### src/rtl/ctrl_pkg.sv
// Shared encodings for the multicycle control FSM: states, opcodes and the
// datapath mux select codes that the datapath wiring reuses.
package ctrl_pkg;

    typedef enum logic [3:0] {
        S_FETCH  = 4'd0,
        S_DECODE = 4'd1,
        S_MEMADR = 4'd2,
        S_MEMRD  = 4'd3,
        S_MEMWB  = 4'd4,
        S_MEMWR  = 4'd5,
        S_EXEC   = 4'd6,
        S_ALUWB  = 4'd7,
        S_BRANCH = 4'd8,
        S_ADDIEX = 4'd9,
        S_ADDIWB = 4'd10,
        S_JUMP   = 4'd11
    } state_t;

    localparam logic [5:0] OP_RTYPE = 6'b000000;
    localparam logic [5:0] OP_LW    = 6'b100011;
    localparam logic [5:0] OP_SW    = 6'b101011;
    localparam logic [5:0] OP_BEQ   = 6'b000100;
    localparam logic [5:0] OP_ADDI  = 6'b001000;
    localparam logic [5:0] OP_J     = 6'b000010;

    localparam logic [1:0] SRCB_REGB    = 2'b00;
    localparam logic [1:0] SRCB_FOUR    = 2'b01;
    localparam logic [1:0] SRCB_IMM     = 2'b10;
    localparam logic [1:0] SRCB_IMM_SH2 = 2'b11;

    localparam logic [1:0] PCSRC_ALU    = 2'b00;
    localparam logic [1:0] PCSRC_ALUOUT = 2'b01;
    localparam logic [1:0] PCSRC_JUMP   = 2'b10;

    localparam logic [1:0] ALUOP_ADD   = 2'b00;
    localparam logic [1:0] ALUOP_SUB   = 2'b01;
    localparam logic [1:0] ALUOP_FUNCT = 2'b10;

    typedef struct packed {
        logic       pc_write;
        logic       ir_write;
        logic       mem_write;
        logic       reg_write;
        logic       iord;
        logic       memtoreg;
        logic       regdst;
        logic       alusrca;
        logic [1:0] alusrcb;
        logic [1:0] pcsrc;
        logic [1:0] aluop;
    } ctrl_out_t;

endpackage

### src/rtl/ctrl_out_decode.sv
// Combinational map from (state, mem_ready, zero) to the datapath control bundle.
// Enables gated by mem_ready stay low during memory stall cycles.
module ctrl_out_decode
    import ctrl_pkg::*;
(
    input  state_t    state,
    input  logic      mem_ready,
    input  logic      zero,
    output ctrl_out_t ctrl
);

    always_comb begin
        ctrl = '0;
        case (state)
            S_FETCH: begin
                ctrl.alusrcb  = SRCB_FOUR;
                ctrl.aluop    = ALUOP_ADD;
                ctrl.pcsrc    = PCSRC_ALU;
                ctrl.ir_write = mem_ready;
                ctrl.pc_write = mem_ready;
            end
            S_DECODE: begin
                // Branch target precomputed while the opcode is decoded
                ctrl.alusrcb = SRCB_IMM_SH2;
                ctrl.aluop   = ALUOP_ADD;
            end
            S_MEMADR, S_ADDIEX: begin
                ctrl.alusrca = 1'b1;
                ctrl.alusrcb = SRCB_IMM;
                ctrl.aluop   = ALUOP_ADD;
            end
            S_MEMRD: begin
                ctrl.iord = 1'b1;
            end
            S_MEMWB: begin
                ctrl.memtoreg  = 1'b1;
                ctrl.reg_write = 1'b1;
            end
            S_MEMWR: begin
                ctrl.iord      = 1'b1;
                ctrl.mem_write = mem_ready;
            end
            S_EXEC: begin
                ctrl.alusrca = 1'b1;
                ctrl.alusrcb = SRCB_REGB;
                ctrl.aluop   = ALUOP_FUNCT;
            end
            S_ALUWB: begin
                ctrl.regdst    = 1'b1;
                ctrl.reg_write = 1'b1;
            end
            S_BRANCH: begin
                ctrl.alusrca  = 1'b1;
                ctrl.alusrcb  = SRCB_REGB;
                ctrl.aluop    = ALUOP_SUB;
                ctrl.pcsrc    = PCSRC_ALUOUT;
                ctrl.pc_write = zero;
            end
            S_ADDIWB: begin
                ctrl.reg_write = 1'b1;
            end
            S_JUMP: begin
                ctrl.pcsrc    = PCSRC_JUMP;
                ctrl.pc_write = 1'b1;
            end
            default: ctrl = '0;
        endcase
    end

endmodule

### src/rtl/multicycle_ctrl_fsm.sv
// Multicycle processor control unit: state register and next-state logic,
// with output decode delegated to ctrl_out_decode.
//
// state  | meaning
// FETCH  | read instruction at PC, PC += 4 (waits on mem_ready)
// DECODE | decode opcode, precompute branch target
// MEMADR | compute load/store address
// MEMRD  | read data memory (waits on mem_ready)
// MEMWB  | write MDR to rt
// MEMWR  | write data memory (waits on mem_ready)
// EXEC   | R-type ALU operation
// ALUWB  | write ALUOut to rd
// BRANCH | compare and conditionally load branch target
// ADDIEX | ALU add with immediate
// ADDIWB | write ALUOut to rt
// JUMP   | load jump target
module multicycle_ctrl_fsm
    import ctrl_pkg::*;
#(
    parameter int OP_W = 6,
    parameter int ST_W = 4
) (
    input  logic            clk,
    input  logic            reset,
    input  logic [OP_W-1:0] opcode,
    input  logic            zero,
    input  logic            mem_ready,
    output logic            pc_write,
    output logic            ir_write,
    output logic            mem_write,
    output logic            reg_write,
    output logic            iord,
    output logic            memtoreg,
    output logic            regdst,
    output logic            alusrca,
    output logic [1:0]      alusrcb,
    output logic [1:0]      pcsrc,
    output logic [1:0]      aluop,
    output logic            illegal,
    output logic [ST_W-1:0] state
);

    state_t    state_q;
    state_t    state_nx;
    logic      is_store;
    logic      op_illegal;
    ctrl_out_t ctrl;

    // Opcode is only looked at in DECODE, so load vs store is latched there
    always_ff @(posedge clk) begin
        if (reset) begin
            state_q  <= S_FETCH;
            is_store <= 1'b0;
        end else begin
            state_q <= state_nx;
            if (state_q == S_DECODE)
                is_store <= (opcode == OP_SW);
        end
    end

    always_comb begin
        state_nx   = S_FETCH;
        op_illegal = 1'b0;
        case (state_q)
            S_FETCH:  state_nx = mem_ready ? S_DECODE : S_FETCH;
            S_DECODE: begin
                case (opcode)
                    OP_LW, OP_SW: state_nx = S_MEMADR;
                    OP_RTYPE:     state_nx = S_EXEC;
                    OP_BEQ:       state_nx = S_BRANCH;
                    OP_ADDI:      state_nx = S_ADDIEX;
                    OP_J:         state_nx = S_JUMP;
                    default: begin
                        state_nx   = S_FETCH;
                        op_illegal = 1'b1;
                    end
                endcase
            end
            S_MEMADR: state_nx = is_store ? S_MEMWR : S_MEMRD;
            S_MEMRD:  state_nx = mem_ready ? S_MEMWB : S_MEMRD;
            S_MEMWR:  state_nx = mem_ready ? S_FETCH : S_MEMWR;
            S_EXEC:   state_nx = S_ALUWB;
            S_ADDIEX: state_nx = S_ADDIWB;
            default:  state_nx = S_FETCH;
        endcase
    end

    ctrl_out_decode u_out_decode (
        .state     (state_q),
        .mem_ready (mem_ready),
        .zero      (zero),
        .ctrl      (ctrl)
    );

    // Reset forces every output quiet, even before the first reset edge lands
    assign pc_write  = reset ? 1'b0 : ctrl.pc_write;
    assign ir_write  = reset ? 1'b0 : ctrl.ir_write;
    assign mem_write = reset ? 1'b0 : ctrl.mem_write;
    assign reg_write = reset ? 1'b0 : ctrl.reg_write;
    assign iord      = reset ? 1'b0 : ctrl.iord;
    assign memtoreg  = reset ? 1'b0 : ctrl.memtoreg;
    assign regdst    = reset ? 1'b0 : ctrl.regdst;
    assign alusrca   = reset ? 1'b0 : ctrl.alusrca;
    assign alusrcb   = reset ? 2'b00 : ctrl.alusrcb;
    assign pcsrc     = reset ? 2'b00 : ctrl.pcsrc;
    assign aluop     = reset ? 2'b00 : ctrl.aluop;
    assign illegal   = reset ? 1'b0 : op_illegal;
    assign state     = reset ? '0 : ST_W'(state_q);

endmodule

### config.mk
export PLATFORM = sky130hd
export DESIGN_NAME = multicycle_ctrl_fsm
export DESIGN_NICKNAME = d
export VERILOG_FILES = /design/src/rtl/ctrl_pkg.sv /design/src/rtl/ctrl_out_decode.sv /design/src/rtl/multicycle_ctrl_fsm.sv
export SDC_FILE = /design/constraint.sdc
export NUM_CORES = 1
export LEC_CHECK = 0
export ABC_AREA = 1
export BUFFER_PORTS_ARGS = -buffer_cell sky130_fd_sc_hd__buf_2
export CAP_MARGIN = 10
export CORE_AREA = 3 3 40 42
export CTS_BUF_LIST = sky130_fd_sc_hd__clkbuf_2
export CTS_CLUSTER_DIAMETER = 100
export DETAILED_ROUTE_END_ITERATION = 8
export DIE_AREA = 0 0 43 45
export PLACE_DENSITY = 0.84
export RECOVER_POWER = 25
export SLEW_MARGIN = 20
export SYNTH_ARGS = -nofsm -noshare
export SYNTH_HDL_FRONTEND = slang
export SYNTH_SLANG_ARGS = --single-unit
### constraint.sdc
create_clock -name clk -period 1.4 [get_ports clk]
set_input_delay 0.21 -clock clk [delete_from_list [all_inputs] [get_ports clk]]
set_output_delay 0.21 -clock clk [all_outputs]
set_load 0.1 [all_outputs]
==> qor.yml, run 1 <==
outcome:
  outcome: "stopped before the end"
  lastStage: "3_5_place_dp"
  error: "[ERROR DPL-0038] Utilization greater than 100%, impossible to legalize"
synth:
  yosysTopAreaCell: "dfxtp_1"
  syn_area_um2: 557
  syn_avg_cell_area_um2: 5.41
  yosysSeqAreaShare: 0.180
  synth_warnings: 0
  ys_top_cells_by_area: "dfxtp_1 18%, nor2_1 15%, nand2_1 13%"
  ys_ff_latch: 5
  synth_nets: 113
  synth_cell_types: 19
  synthCells: 103
  synth_most_common_cell: "nor2_1"
  async_flop_share: 0
  synth_edf_count: 0
  ys.flop_type: "dfxtp_1"
  synthTopCellsByCount: "22 x nor2_1, 19 x nand2_1, 13 x nand3_1"
  synth_top_area_share: 0.180
place:
  io_buffers: 28
  globalplace.congestion: 0.988
floorplan:
  die_height_um: 45
  die_w_um: 43
  row_count: 13
  io_pins: 29
  start_util: 0.433
==> logic make-up after synthesis <==
kind of cell	Yosys count	synth area share
simple gates	71	0.609
buf+inv	18	0.124
compound gates	9	0.0876
flops	5	0.180
==> per-stage QoR <==
stage	TNS [ps]	hold slack [ps]	worst slack, ps	instances
2_1_floorplan	-7800	383	-1180	103
3_3_place_gp	-21.2	519	-21.2	161
==> inputs of run 2 (changes only) <==
--- a/config.mk
+++ b/config.mk
@@ -8,12 +8,10 @@
 export ABC_AREA = 1
 export BUFFER_PORTS_ARGS = -buffer_cell sky130_fd_sc_hd__buf_2
 export CAP_MARGIN = 10
-export CORE_AREA = 3 3 40 42
-export CTS_BUF_LIST = sky130_fd_sc_hd__clkbuf_2
-export CTS_CLUSTER_DIAMETER = 100
+export CORE_AREA = 3 3 64 66
 export DETAILED_ROUTE_END_ITERATION = 8
-export DIE_AREA = 0 0 43 45
-export PLACE_DENSITY = 0.84
+export DIE_AREA = 0 0 67 69
+export PLACE_DENSITY_LB_ADDON = 0.15
 export RECOVER_POWER = 25
 export SLEW_MARGIN = 20
 export SYNTH_ARGS = -nofsm -noshare
==> run 2 against run 1 <==
Compared with the run above:
- the flow now finishes, with violations (setup timing)
- synthesized area is the same
- synthesized cell count is the same
==> qor.yml, run 2 <==
outcome:
  outcome: "finished with violations"
  violations: "setup timing"
sta:
  rsz0062_at_grt: "yes"
  post-route-period-util: 1.14
  post-route-min-period_ps: 1590
  worst_pin_slew_ps: 333
  setup-violations-final: 15
  fmax_ghz: 0.627
  relSlewSlack: 0.778
  fin_skew_ps: 0.787
  finalWorstSetupSlack_ps: -194
  slew_violations: 0
  hold_violations: 0
synth:
  syn_avg_cell_area_um2: 5.41
  synthTopCellsByCount: "22 x nor2_1, 19 x nand2_1, 13 x nand3_1"
  ys_top_cells_by_area: "dfxtp_1 18%, nor2_1 15%, nand2_1 13%"
  synth_warnings: 0
  synth_edf_count: 0
  ys_ff_latch: 5
  yosysSeqAreaShare: 0.180
  synth_most_common_cell: "nor2_1"
  async_flop_share: 0
  yosysTopAreaCell: "dfxtp_1"
  ys.flop_type: "dfxtp_1"
  synth_cell_types: 19
  synth_top_area_share: 0.180
  synth_nets: 113
  synthCells: 103
  syn_area_um2: 557
global_routing:
  grt_pass1_vias: 812
  grt_max_degree: 13
  overflow: 0
  antenna_found_initial: 0
  grtUsageTotal: 0.102
  grt_pass1_wl_um: 3720
finish:
  nets: 167
  layout.cells.non_filler: 204
  fin_area_um2: 1510
  final_common_cell: "buf_12"
  reg_top3: "state_q x4, is_store x1"
  layout_common_cells: "19 x buf_12, 16 x buf_4, 13 x nand2_1, 13 x nor2_1"
  regMostFlops: "state_q"
  antennaDiodeCount: 0
  drive_above_1_share: 0.628
  synthToLayoutAreaGrowth_pct: 171
  largest_register_ffs: 4
worst_setup_path:
  worst_setup_path_start_kind: "register"
  path_class: "reg2out"
  worstPathMaxFanout: 3
  crit_arrival_ps: 1380
  cp_data_required_time_ps: 1190
  end_kind: "output port"
clocking:
  htree_levels: 1
  cts_tree: "built"
  clk_pin_slew_ps: 30
  numClockSinks: 5
  numCtsBuffers: 3
  cts_buffer_depth: 2
  cts_root_buf: "clkbuf_8"
  clock_latency_ps: 220
route:
  antenna_left: 0
  drt_iter0_markers: 13
  first_pass_iters: 3
  finalWirelength_um: 2270
  route.detailed.drc: 0
  vias: 833
  via_per_inst: 4.08
  wl_per_cell_um: 11.1
floorplan:
  die_height_um: 69
  die_area_um2: 4620
  row_count: 22
  core_area_um2: 3630
  die_w_um: 67
  io_pins: 29
  start_util: 0.153
power_and_ir_drop:
  p_per_area_nw_per_um2: 455
  p_total_uw: 686
  leakage_nw: 0.645
  ir_worst_vdd_mv: 0.247
place:
  globalplace.congestion: 0.842
  io_buffers: 28
  place_hpwl_um: 1900
  dp_cells: 196
  postPlaceCellArea_um2: 1340
flow_run:
  drv_cap: 0
worst_hold_path:
  min_path_type: "in2reg"
[run 2: final timing paths]
path	startpoint	end	slack [ps]	cells past startpoint
hold / removal	opcode[5]	is_store	320	3
setup reg to reg	state_q[3]	state_q[0]	240	6
setup / recovery	state_q[3]	illegal	-190	6
hold reg to reg	is_store	is_store	530	2
[run 2: cell families (layout without fill, tap and decap cells)]
group / Yosys count / after routing / synth area share
AO/OA/AOI/OAI: 9 / 9 / 0.0876
flip-flops: 5 / 5 / 0.180
AND/OR/NAND/NOR: 71 / 71 / 0.609
buffers and inverters: 18 / 71 / 0.124
[run 2: worst max-delay path: stages, from the launching register on]
cell     delay, ps
dfxtp_4        350
nor2_4         140
inv_2           70
nor3_4         140
nand3_2        100
nor3_4         170
buf_12         200
[run 2: area by class of cell]
type | count | area [um^2]
multi-input combinational | 80 | 597
sequential | 5 | 115
fill | 377 | 2120
inverter | 16 | 67.6
tap | 48 | 60.1
clock buffer | 4 | 45.0
timing repair buffer | 51 | 624
[run 2: routing by layer]
metal  up-vias  global-route usage  share of wire
met1       382               0.126           0.42
li1        439                   -              -
met5         -                   0              0
met2        10               0.175           0.55
met3         2              0.0114          0.024
met4         0              0.0405         0.0057
[run 2: stage by stage]
step | worst slack, ps | hold slack, ps | setup TNS [ps] | util
floorplan | -1180 | 383 | -7800 | -
global placement | 21.9 | 533 | 0 | 0.370
detailed placement | -8.21 | 527 | -11.3 | 0.370
CTS | -203 | 315 | -2010 | 0.411
global route | -242 | 343 | -2640 | 0.415
finish | -194 | 319 | -1760 | 0.415
[run 2: what timing repair did]
action,in CTS,in global routing
buffers inserted,5,1
endpoints found under the hold margin,0,0
hold buffers,0,0
gates resized for setup,20,6
setup endpoints to repair,15,17
pin swaps,10,6
[run 2: power breakdown]
group / switching, mW / total [mW] / internal [mW]
Clock: 0.0638 / 0.259 / 0.195
Sequential: 0.00945 / 0.152 / 0.143
Combinational: 0.174 / 0.275 / 0.101
Note: power is estimated with default switching activity, not from simulation.
